`src/rtl/bnn_pkg.sv`:
```
// Shared types and default sizes for the BNN XNOR sequencer.
package bnn_pkg;

    typedef enum logic [1:0] {
        IDLE = 2'd0,
        LOAD = 2'd1,
        SCAN = 2'd2,
        DONE = 2'd3
    } state_t;

    localparam int VEC_W_DEF = 8;
    localparam int CNT_W_DEF = 8;

endpackage

```
`src/rtl/bnn_bit_scanner.sv`:
```
// Holds the captured activation/weight/mask vectors and the scan index;
// presents the bits selected by the index plus a flag on the final bit.
module bnn_bit_scanner
    import bnn_pkg::*;
#(
    parameter int VEC_W = VEC_W_DEF
) (
    input  logic             clk,
    input  logic             reset,
    input  logic             capture,
    input  logic             advance,
    input  logic [VEC_W-1:0] act_vec,
    input  logic [VEC_W-1:0] wgt_vec,
    input  logic [VEC_W-1:0] mask_vec,
    output logic             act_bit,
    output logic             wgt_bit,
    output logic             mask_bit,
    output logic             last
);

    localparam int IDX_W = $clog2(VEC_W);
    localparam logic [IDX_W-1:0] LAST_IDX = IDX_W'(VEC_W - 1);

    logic [VEC_W-1:0] act_q;
    logic [VEC_W-1:0] wgt_q;
    logic [VEC_W-1:0] mask_q;
    logic [IDX_W-1:0] idx;

    // NOTE: sequential state uses non-blocking assignments so every flop samples pre-edge values.
    always_ff @(posedge clk) begin
        if (reset) begin
            act_q  <= '0;
            wgt_q  <= '0;
            mask_q <= '0;
            idx    <= '0;
        end else if (capture) begin
            act_q  <= act_vec;
            wgt_q  <= wgt_vec;
            mask_q <= mask_vec;
            idx    <= '0;
        end else if (advance) begin
            // Return to zero after the final bit so the index never wraps mid-scan.
            idx <= last ? '0 : idx + 1'b1;
        end
    end

    assign act_bit  = act_q[idx];
    assign wgt_bit  = wgt_q[idx];
    assign mask_bit = mask_q[idx];
    assign last     = (idx == LAST_IDX);

endmodule

```
`src/rtl/bnn_xnor_sequencer.sv`:
```
// Feeds a BNN accumulation counter: preloads a bias, then strobes count_up per XNOR match.
// Optional BNN_MASK_EN adds mask_vec, which prunes individual bits from counting.
module bnn_xnor_sequencer
    import bnn_pkg::*;
#(
    parameter int VEC_W = VEC_W_DEF,
    parameter int CNT_W = CNT_W_DEF
) (
    input  logic             clk,
    input  logic             reset,
    input  logic             in_valid,
    output logic             in_ready,
    input  logic [VEC_W-1:0] act_vec,
    input  logic [VEC_W-1:0] wgt_vec,
`ifdef BNN_MASK_EN
    input  logic [VEC_W-1:0] mask_vec,
`endif
    input  logic [CNT_W-1:0] bias,
    input  logic             stall,
    output logic             load,
    output logic [CNT_W-1:0] load_data,
    output logic             count_up,
    output logic             busy,
    output logic             done
);

    state_t           state;
    state_t           state_next;
    logic [CNT_W-1:0] bias_q;
    logic [VEC_W-1:0] mask_in;
    logic             transfer;
    logic             advance;
    logic             act_bit;
    logic             wgt_bit;
    logic             mask_bit;
    logic             last;
    logic             count_next;

`ifdef BNN_MASK_EN
    assign mask_in = mask_vec;
`else
    assign mask_in = '1;
`endif

    assign transfer = in_valid && in_ready;
    assign advance  = (state == SCAN) && !stall;

    bnn_bit_scanner #(
        .VEC_W (VEC_W)
    ) u_scanner (
        .clk      (clk),
        .reset    (reset),
        .capture  (transfer),
        .advance  (advance),
        .act_vec  (act_vec),
        .wgt_vec  (wgt_vec),
        .mask_vec (mask_in),
        .act_bit  (act_bit),
        .wgt_bit  (wgt_bit),
        .mask_bit (mask_bit),
        .last     (last)
    );

    // NOTE: every always_comb output gets a default first, so no path can infer a latch.
    always_comb begin
        state_next = state;
        count_next = 1'b0;
        case (state)
            IDLE: if (transfer) state_next = LOAD;
            LOAD: state_next = SCAN;
            SCAN: begin
                if (advance) begin
                    count_next = ~(act_bit ^ wgt_bit) & mask_bit;
                    if (last) state_next = DONE;
                end
            end
            DONE: state_next = IDLE;
            default: state_next = IDLE;
        endcase
    end

    // Strobes trail the state by one cycle, which gives the load/count/done latencies.
    always_ff @(posedge clk) begin
        if (reset) begin
            state     <= IDLE;
            bias_q    <= '0;
            in_ready  <= 1'b1;
            busy      <= 1'b0;
            load      <= 1'b0;
            load_data <= '0;
            count_up  <= 1'b0;
            done      <= 1'b0;
        end else begin
            state    <= state_next;
            in_ready <= (state_next == IDLE);
            busy     <= (state_next != IDLE);
            load     <= (state == LOAD);
            count_up <= count_next;
            done     <= (state == DONE);
            if (transfer)      bias_q    <= bias;
            if (state == LOAD) load_data <= bias_q;
        end
    end

endmodule

```
`config.mk`:
```
export PLATFORM = sky130hd
export DESIGN_NAME = bnn_xnor_sequencer
export DESIGN_NICKNAME = d
export VERILOG_FILES = /design/src/rtl/bnn_pkg.sv /design/src/rtl/bnn_bit_scanner.sv /design/src/rtl/bnn_xnor_sequencer.sv
export SDC_FILE = /design/constraint.sdc
export NUM_CORES = 1
export LEC_CHECK = 0
export ABC_AREA = 1
export CAP_MARGIN = 20
export CELL_PAD_IN_SITES_DETAIL_PLACEMENT = 1
export CELL_PAD_IN_SITES_GLOBAL_PLACEMENT = 2
export CORE_MARGIN = 8
export CORE_UTILIZATION = 29
export DETAILED_ROUTE_END_ITERATION = 7
export PLACE_DENSITY = 0.84
export SETUP_SLACK_MARGIN = 0.02
export SYNTH_ARGS = -nofsm -noshare
export SYNTH_HDL_FRONTEND = slang
export SYNTH_SLANG_ARGS = --single-unit
```
`constraint.sdc`:
```
create_clock -name clk -period 2.7 [get_ports clk]
set_input_delay 0.54 -clock clk [delete_from_list [all_inputs] [get_ports clk]]
set_output_delay 0.54 -clock clk [all_outputs]
set_load 0.01 [all_outputs]
```
==> run metrics <==
Rows 29; P_leak between 1 and 1.5 nW; synth unique cells 21; Synth warnings 0; DR DRC count 0; Final Setup Violations 0; depth of the CTS H-tree 2; detailed-route wire length 4670 um; CP endpoint kind output port; maxcap violations 0; antenna violations before repair 0; RSZ-0062 raised after global routing false; ANT cells 0; dpl ws a little over 0.6 ns; CP Class flip-flop to output port; Post-DP HPWL between 3000 and 4000 um; top cell type's share of synthesized area 46.9%; Tightest Hold Check Type flip-flop to flip-flop; worst skew pair latency about 0.30 ns; largest cells by area after synthesis dfxtp_1 (47%), nand2_1 (11%), o21ai_0 (9.8%), nor2_1 (8.6%), a21oi_1 (5.4%); Slowest Stage Delay on Critical Path 0.55 ns; Seq/Total Area, Yosys a little under half; worst path required time 2.16 ns; crit start category flip-flop; Slew Viols, Final 0; Worst-path clk slew roughly 0.09 ns; Arrival @ worst endpoint 1.21 ns; pin count of the biggest net entering global routing 24; Clock Sinks 43; post-route clock skew just under 0.007 ns; fin crit share between 60% and 70%; Worst Max-Slew Pin Slew approximately 0.37 ns; Synth Register Bits 43; Layout area overhead 30.3%; Sw Ratio approximately a third; syn_nets about 290; total power approximately 1.8 mW; Yosys top cell by area dfxtp_1; Max Buffers Root-to-Sink 2; drt first pass iters 4; Cells after Synth 254; Iter 0 DRT Violations 71; routed via count 1654; CTS Buf Count 5; Setup TNS 0 ns; Detail Route Antenna Nets 0; IO buf count 40; GP Congestion 0.761; DIE HEIGHT 95.6 um; die width roughly 96 um; Post-CTS Setup Bufs 0; CTS tree built; layout cell share with drive strength beyond 1 between 4 and 5%; Hold WS between 0.4 and 0.5 ns; total core area 6240 sq um; Switch Pwr between 500 and 600 uW; Die Footprint 9140 sq um; Hold-fix buffers, CTS 0; first-pass GRT wire length 7980 um; Mapped Area 1840 sq um; maximum vdd drop 0.000368 V; CP delay by family, top buffers and inverters; grt total ovfl 0; Cell Int Power 1.26 mW; final hold violation count 0; # IOs 41; outcome finished clean; Resized Gates After CTS 0; part of the power in the clock network 27.1%; sequential share of power 44.2%; Avg WL per Cell 12.6 um; vias in the first global route 1692; critical path buffer and inverter count 1; fin nets 327; Total GRT Usage ~11%; Relative slew margins 75.3%; Power Dens Cells 770 nW/um^2; Cell Chain, Critical Path clkdlybuf4s50_1; Comb power frac 28.7%; CP max stage cell clkdlybuf4s50_1; root buffer cell clkbuf_8; f_max 0.572 GHz; vias per cell 4.47; crit path max fanout 2; post-synthesis average cell area 7.23 sq um; Initial Util 29.4%; Worst Slack Setup Final 0.951 ns; clock period minus worst slack 1.75 ns
==> worst paths after layout <==
kind,cells after the start,endpoint,slack (ns),from
max,1,load_data[0],0.95,load_data[0]$_SDFFE_PP0P_
min,2,u_scanner.wgt_q[5]$_SDFFE_PP0P_,0.47,u_scanner.wgt_q[5]$_SDFFE_PP0P_
max reg2reg,7,busy$_SDFF_PP0_,1.17,u_scanner.idx[0]$_SDFFE_PP0N_
min reg2reg,2,u_scanner.wgt_q[5]$_SDFFE_PP0P_,0.47,u_scanner.wgt_q[5]$_SDFFE_PP0P_
==> cell usage after synthesis <==
cell      instances
buf_8             1
nand2_2           2
a31oi_1           1
o21ai_0          36
clkbuf_1          4
buf_2             4
inv_1            26
nand3_1           5
dfxtp_1          43
ha_1              6
clkinv_1          1
o21ai_1           2
buf_1             1
nor3_1            1
a21oi_1          20
nand2_1          54
a211oi_1          1
buf_6             2
o21bai_1          1
inv_6             1
nor2_1           42
==> placed cells by master (no fill, tap or decap), drive strengths merged <==
master         instances
bufinv                 1
buf                    4
a211oi                 1
o21ai                 38
nand2                 56
clkbuf                 5
dfxtp                 43
ha                     6
nand3                  5
a31oi                  1
clkinvlp               1
nor3                   1
nor2                  42
clkdlybuf4s50         40
inv                   27
clkinv                 1
o21bai                 1
a21oi                 20
==> state kept, by name (all words and copies together) (netlist names) <==
register	count
bias_q	8
busy	1
count_up	1
done	1
in_ready	1
load	1
load_data	8
state	2
u_scanner.act_q	8
u_scanner.idx	3
u_scanner.mask_q	1
u_scanner.wgt_q	8
==> logic make-up after synthesis <==
group / Yosys count / share of synthesized area (%)
AND/OR/NAND/NOR: 104 / 21.9
AO/OA/AOI/OAI: 61 / 17.0
flip-flops: 43 / 46.9
buffers and inverters: 40 / 10.1
adder cells (fa/ha/maj): 6 / 4.09
==> per-layer routing <==
layer	vias up	global-route usage [%]	routed length, um
met5	-	0	0
li1	873	-	-
met4	0	4.23	76
met2	28	17.5	2200
met1	747	13.5	2200
met3	6	3.86	192
==> layout make-up <==
type,count,area (sq um)
Fill cell,806,3850
Sequential cell,43,861
Multi-Input combinational cell,171,790
Timing Repair Buffer,44,430
Inverter,28,110
Tap cell,77,96.3
Clock buffer,5,68.8
Clock inverter,2,37.5
==> per-stage QoR <==
step | std cells | utilization, % | area, sq um
after floorplan | 254 | - | 1840
after global placement | 363 | 36.6 | 2290
after detailed placement | 363 | 36.6 | 2290
after CTS | 370 | 38.4 | 2390
after global routing | 370 | 38.4 | 2390
final | 370 | 38.4 | 2390
==> power by group through the flow <==
stage          sequential, mW  combinational [mW]  clock, mW
2_1_floorplan           0.838               0.307          0
3_3_place_gp            0.826               0.533          0
3_5_place_dp            0.829               0.538          0
4_1_cts                 0.817               0.543      0.517
5_1_grt                 0.831               0.607      0.547
6_report                0.815               0.529      0.500
(Power assumes the default switching activity.)
